### config.mk
export PLATFORM = sky130hd
export DESIGN_NAME = clk_div_multi
export DESIGN_NICKNAME = d
export VERILOG_FILES = /design/src/rtl/clk_div_pkg.sv /design/src/rtl/clk_div_ch.sv /design/src/rtl/clk_div_multi.sv
export SDC_FILE = /design/constraint.sdc
export NUM_CORES = 2
export LEC_CHECK = 0
export ABC_AREA = 1
export CAP_MARGIN = 20
export CELL_PAD_IN_SITES_DETAIL_PLACEMENT = 1
export CELL_PAD_IN_SITES_GLOBAL_PLACEMENT = 1
export CORE_UTILIZATION = 40
export CTS_CLUSTER_SIZE = 24
export DETAILED_ROUTE_END_ITERATION = 12
export PLACE_DENSITY_LB_ADDON = 0.15
export SLEW_MARGIN = 30
export SYNTH_ARGS = -nofsm -noshare
export SYNTH_HDL_FRONTEND = slang
export SYNTH_SLANG_ARGS = --single-unit
export TNS_END_PERCENT = 20
### constraint.sdc
create_clock -name clk -period 14.2 [get_ports clk]
set_input_delay 4.26 -clock clk [delete_from_list [all_inputs] [get_ports clk]]
set_output_delay 4.26 -clock clk [all_outputs]
set_load 0.01 [all_outputs]
### src/rtl/clk_div_pkg.sv
// Shared constants and helpers for the multi-channel clock divider.
package clk_div_pkg;

  localparam int unsigned NCH_DEF   = 4;
  localparam int unsigned CNT_W_DEF = 16;

  // Auto 50% high count: ceil((div+1)/2), high phase first. Wide enough for div = 2^32-1.
  function automatic logic [32:0] auto_hi(input logic [31:0] div);
    logic [32:0] w_sum;
    w_sum   = {1'b0, div} + 33'd2;
    auto_hi = w_sum >> 1;
  endfunction

endpackage

### src/rtl/clk_div_ch.sv
// One divider channel: shadow config, pending flag, counter, active period/high count, registered outputs.
module clk_div_ch
  import clk_div_pkg::*;
#(
  parameter int unsigned CNT_W = CNT_W_DEF
) (
  input  logic             clk,
  input  logic             rst,
  input  logic             en,
  input  logic [CNT_W-1:0] div_f,
  input  logic [CNT_W-1:0] duty,
  input  logic             load,
  input  logic             sync,
  output logic             d_clock,
  output logic             tick
);

  // High count needs one extra bit: period can reach 2^CNT_W.
  localparam int unsigned HI_W = CNT_W + 1;

  logic [CNT_W-1:0] r_sh_div;
  logic [CNT_W-1:0] r_sh_duty;
  logic             r_pend;
  logic [CNT_W-1:0] r_act_div;
  logic [HI_W-1:0]  r_act_hi;
  logic [CNT_W-1:0] r_cnt;
  logic             r_run;
  logic             r_d_clock;
  logic             r_tick;

  logic             w_wrap;
  logic             w_bound;
  logic [CNT_W-1:0] w_div_nxt;
  logic [HI_W-1:0]  w_hi_nxt;
  logic             w_pend_nxt;
  logic [CNT_W-1:0] w_cnt_nxt;

  // High-cycle count for a {div, duty} pair: auto 50% when duty is 0, else duty clipped to the period.
  function automatic logic [HI_W-1:0] calc_hi(input logic [CNT_W-1:0] d, input logic [CNT_W-1:0] dt);
    logic [HI_W-1:0] w_per;
    logic [HI_W-1:0] w_dt;
    w_per = HI_W'(d) + HI_W'(1);
    w_dt  = HI_W'(dt);
    if (dt == '0)        calc_hi = HI_W'(auto_hi(32'(d)));
    else if (w_dt > w_per) calc_hi = w_per;
    else                 calc_hi = w_dt;
  endfunction

  // A boundary is the last cycle of a period, a disabled or just-restarted channel, or a global sync.
  assign w_wrap  = (r_cnt == r_act_div);
  assign w_bound = w_wrap || !en || sync || !r_run;

  // Next active config (new load wins at a boundary), pending flag and counter.
  always_comb begin
    w_div_nxt  = r_act_div;
    w_hi_nxt   = r_act_hi;
    w_pend_nxt = r_pend;
    w_cnt_nxt  = r_cnt;
    if (load && w_bound) begin
      w_div_nxt  = div_f;
      w_hi_nxt   = calc_hi(div_f, duty);
      w_pend_nxt = 1'b0;
    end else if (load) begin
      w_pend_nxt = 1'b1;
    end else if (r_pend && w_bound) begin
      w_div_nxt  = r_sh_div;
      w_hi_nxt   = calc_hi(r_sh_div, r_sh_duty);
      w_pend_nxt = 1'b0;
    end
    if (!en) begin
      w_cnt_nxt = '0;
    end else if (!r_run || sync || w_wrap) begin
      w_cnt_nxt = '0;
    end else begin
      w_cnt_nxt = r_cnt + CNT_W'(1);
    end
  end

  // Shadow registers capture every load strobe.
  always_ff @(posedge clk or posedge rst) begin
    if (rst) begin
      r_sh_div  <= '0;
      r_sh_duty <= '0;
    end else if (load) begin
      r_sh_div  <= div_f;
      r_sh_duty <= duty;
    end
  end

  // Active config, counter and outputs; outputs use next-state values so they line up with the counter.
  always_ff @(posedge clk or posedge rst) begin
    if (rst) begin
      r_pend    <= 1'b0;
      r_act_div <= '0;
      r_act_hi  <= '0;
      r_cnt     <= '0;
      r_run     <= 1'b0;
      r_d_clock <= 1'b0;
      r_tick    <= 1'b0;
    end else begin
      r_pend    <= w_pend_nxt;
      r_act_div <= w_div_nxt;
      r_act_hi  <= w_hi_nxt;
      r_cnt     <= w_cnt_nxt;
      r_run     <= en;
      r_d_clock <= en && ({1'b0, w_cnt_nxt} < w_hi_nxt);
      r_tick    <= en && (w_cnt_nxt == w_div_nxt);
    end
  end

  assign d_clock = r_d_clock;
  assign tick    = r_tick;

endmodule

### src/rtl/clk_div_multi.sv
// N-channel programmable clock divider: one clk_div_ch per channel, sharing clk, rst and sync.
module clk_div_multi
  import clk_div_pkg::*;
#(
  parameter int unsigned NCH   = NCH_DEF,
  parameter int unsigned CNT_W = CNT_W_DEF
) (
  input  logic                 clk,
  input  logic                 rst,
  input  logic [NCH-1:0]       en,
  input  logic [NCH*CNT_W-1:0] div_f,
  input  logic [NCH*CNT_W-1:0] duty,
  input  logic [NCH-1:0]       load,
  input  logic                 sync,
  output logic [NCH-1:0]       d_clock,
  output logic [NCH-1:0]       tick
);

  // One independent channel per slice of the packed config buses.
  for (genvar g = 0; g < NCH; g++) begin : g_ch
    clk_div_ch #(
      .CNT_W (CNT_W)
    ) u_ch (
      .clk     (clk),
      .rst     (rst),
      .en      (en[g]),
      .div_f   (div_f[g*CNT_W +: CNT_W]),
      .duty    (duty[g*CNT_W +: CNT_W]),
      .load    (load[g]),
      .sync    (sync),
      .d_clock (d_clock[g]),
      .tick    (tick[g])
    );
  end

endmodule

==> results.py <==
metrics = {
    "grt": {
        "grt_pass1_wl_mm": 171.2,
        "grt_usage": 0.2898,
        "met1_usage": 0.3835,
        "met2_usage": 0.4923,
        "met3_usage": 0.02495,
        "grt.busiest_layer": "met2",
        "grt_antenna_before_repair": 0,
        "grt_pass1_vias": 31020,
        "gr-total-overflow": 0,
        "grt_max_degree": 151,
    },
    "yosys": {
        "ys.flop_type": "dfrtp_1",
        "ys_seq_area_frac": 0.2904,
        "synth_area_mm2": 0.02930,
        "postSynthAreaPerCell_um2": 6.533,
        "synth-edff-count": 0,
        "yosysUniqueCellTypes": 57,
        "ys_warn_count": 0,
        "synth-async-reset-ratio": 1.000,
        "synthesis.instances": 4484,
        "ys_ff_latch": 340,
        "synth_nets": 4831,
    },
    "clock_network": {
        "htree_num_levels": 2,
        "cts.sinks": 340,
        "cts_tree": "built",
        "clkTransAtPathRegs_ps": 60,
        "cts.path.max_buffers": 3,
        "post_cts_buffers": 0,
        "ctsHoldBuffers": 0,
        "cts_buffers": 44,
        "clk-insertion-delay-late_ps": 580,
        "cts_resized": 0,
        "ctsRootBufferMaster": "clkbuf_16",
    },
    "layout": {
        "mostFrequentLayoutCells": "nand2_1, inv_1, nor2_1",
        "final_common_cell": "nand2_1",
        "drive_above_1_share": 0.04709,
        "n_fill_cell": 9519,
        "final_net_count": 4902,
        "fin_util": 0.4556,
        "area_growth_pct": 11.93,
    },
    "critical_path": {
        "cp_max_fo": 20,
        "cp.arrival_ps": 9510,
        "end_kind": "flip-flop",
        "cp.required_ps": 14690,
        "critical_path_class": "in2reg",
        "start_kind": "input pin",
    },
    "sta": {
        "tns_ps": 0,
        "slew_headroom": 0.4426,
        "setup_slack_ps": 5186,
        "setup_viol": 0,
        "hold_viol_final": 0,
        "timing.hold.ws_ps": 497.2,
        "worst_pin_slew_ps": 835.2,
        "fin_skew_ps": 18.00,
        "period_share": 0.6348,
        "rsz0062_at_grt": "no",
        "min_period_ps": 9014,
        "max_freq_mhz": 110.9,
        "slew_violations": 0,
    },
    "power": {
        "p_leak_nw": 16.61,
        "power.density_mw_per_mm2": 95.12,
        "vdd_ir_drop_max_mv": 0.09151,
    },
    "route": {
        "drt_iter0_markers": 1696,
        "via_per_inst": 5.390,
        "drt_first_pass_iters": 5,
        "drcViolationCount": 0,
        "ant_nets": 0,
        "vias": 29850,
        "wl_per_cell_um": 19.44,
        "drt_wl_total_mm": 107.6,
    },
    "floorplanning": {
        "die_area_mm2": 0.07432,
        "die_y_um": 272.6,
        "coreArea_mm2": 0.07198,
        "row_count": 98,
        "initial_core_util": 0.4070,
        "ios": 147,
        "die_x_um": 272.6,
    },
    "placement": {
        "gp_congestion": 0.9229,
        "pre_cts_slack_ps": 4716,
        "numPortBuffers": 146,
        "post-dp-hpwl_mm": 83.93,
    },
    "run_status": {
        "outcome": "finished, final reports clean",
    },
    "min_path": {
        "min_path_type": "reg2reg",
    },
    "flow_run": {
        "drv_cap": 0,
    },
}
## stage by stage
stage | instance area [um^2] | std cells | power, mW
after detailed placement | 31330 | 5458 | 1.990
after global routing | 32790 | 5537 | 3.301
final | 32790 | 5538 | 3.119
after CTS | 32760 | 5536 | 3.144
after global placement | 31330 | 5458 | 1.966
after floorplan | 29300 | 4484 | 1.701
## cell type report
type,count,area (um^2),share of cell area
tap,950,1189,0.03625
clock inverter,17,151.4,0.004617
multi-input combinational,3350,17580,0.5363
sequential,340,8508,0.2595
timing repair buffer,164,1609,0.04907
clock buffer,61,1276,0.03892
inverter,655,2471,0.07536
antenna,1,2.502,0.00007631
## metal layers
metal | wire, um | vias to the layer above
li1 | - | 14640
met1 | 49430 | 14440
met2 | 50920 | 584
met3 | 3609 | 185
met4 | 3676 | 0
met5 | 0 | -
## sequential cells by signal, summed over array words and instances, names as in the netlist, 64 cells and up
register / flops
g_ch.u_ch.r_cnt: 64
g_ch.u_ch.r_act_hi: 68
g_ch.u_ch.r_act_div: 64
g_ch.u_ch.r_sh_div: 64
g_ch.u_ch.r_sh_duty: 64
## cell families (layout without fill, tap and decap cells)
group / Yosys count / in the layout / share of synthesized area
simple gates: 2270 / 2270 / 0.3308
buf+inv: 794 / 897 / 0.1093
compound gates: 725 / 725 / 0.1367
flops: 340 / 340 / 0.2904
fa+ha+maj: 208 / 208 / 0.08884
xor+xnor: 147 / 147 / 0.04395
other cells: 0 / 1 / 0
## final timing paths
path	from	end	slack, ps	cells after the start
worst min-delay path	g_ch[2].u_ch.r_act_hi[16]$_DFF_PP0_	g_ch[2].u_ch.r_act_hi[16]$_DFF_PP0_	500	2
worst max register to register	g_ch[3].u_ch.r_sh_div[0]$_DFFE_PP0P_	g_ch[3].u_ch.d_clock$_DFF_PP0_	8520	27
min in group asynchronous	rst	g_ch[1].u_ch.r_sh_duty[0]$_DFFE_PP0P_	4130	2
max in group asynchronous	rst	g_ch[3].u_ch.r_cnt[0]$_DFF_PP0_	7910	5
worst min register to register	g_ch[2].u_ch.r_act_hi[16]$_DFF_PP0_	g_ch[2].u_ch.r_act_hi[16]$_DFF_PP0_	500	2
worst max-delay path	div_f[49]	g_ch[3].u_ch.d_clock$_DFF_PP0_	5190	28
## report_power, final
part	internal, mW	switching (mW)
sequential	1.06	0.0706
combinational	0.287	0.567
clock	0.663	0.474
total	2.01	1.11
## worst max-delay path, stage by stage
cell and delay (ps):
clkdlybuf4s50_1 600, ha_1 230, nand2_1 80, nor2_1 170, inv_1 60, nor2_1 110
inv_1 120, nor3_1 190, xor2_1 170, inv_1 70, a21oi_1 230, ha_1 290
and3_1 200, nand3_1 80, a2bb2oi_1 200, nand2_1 260, inv_1 510, o21ai_0 140
o21ai_0 140, o21ai_0 140, ha_1 320, a21oi_1 130, nor2_1 50, a211oi_1 230
o221ai_1 150, nand4_1 120, nand4_1 110, a21oi_1 130
## Yosys cell counts (12+ instances only)
master       n  share of area
nand4_1    110          0.023
xor2_1     127          0.038
clkbuf_1    61         0.0078
nand3_1    281          0.048
a31oi_1     15         0.0032
nor2_1     387          0.050
buf_4       22         0.0056
inv_1      615          0.079
dfrtp_1    340           0.29
a21oi_1    242          0.041
xnor2_1     20         0.0060
or2_2       20         0.0043
o21ai_0    316          0.054
nand2_2     16         0.0034
nor4_1      28         0.0060
o211ai_1    60          0.015
buf_6       12         0.0046
nor3_1      51         0.0087
inv_2       27         0.0035
ha_1       208          0.089
nand3b_1    12         0.0031
buf_2       35         0.0060
o21ai_1     30         0.0051
nand2_1   1312           0.17
(Power assumes the default switching activity.)
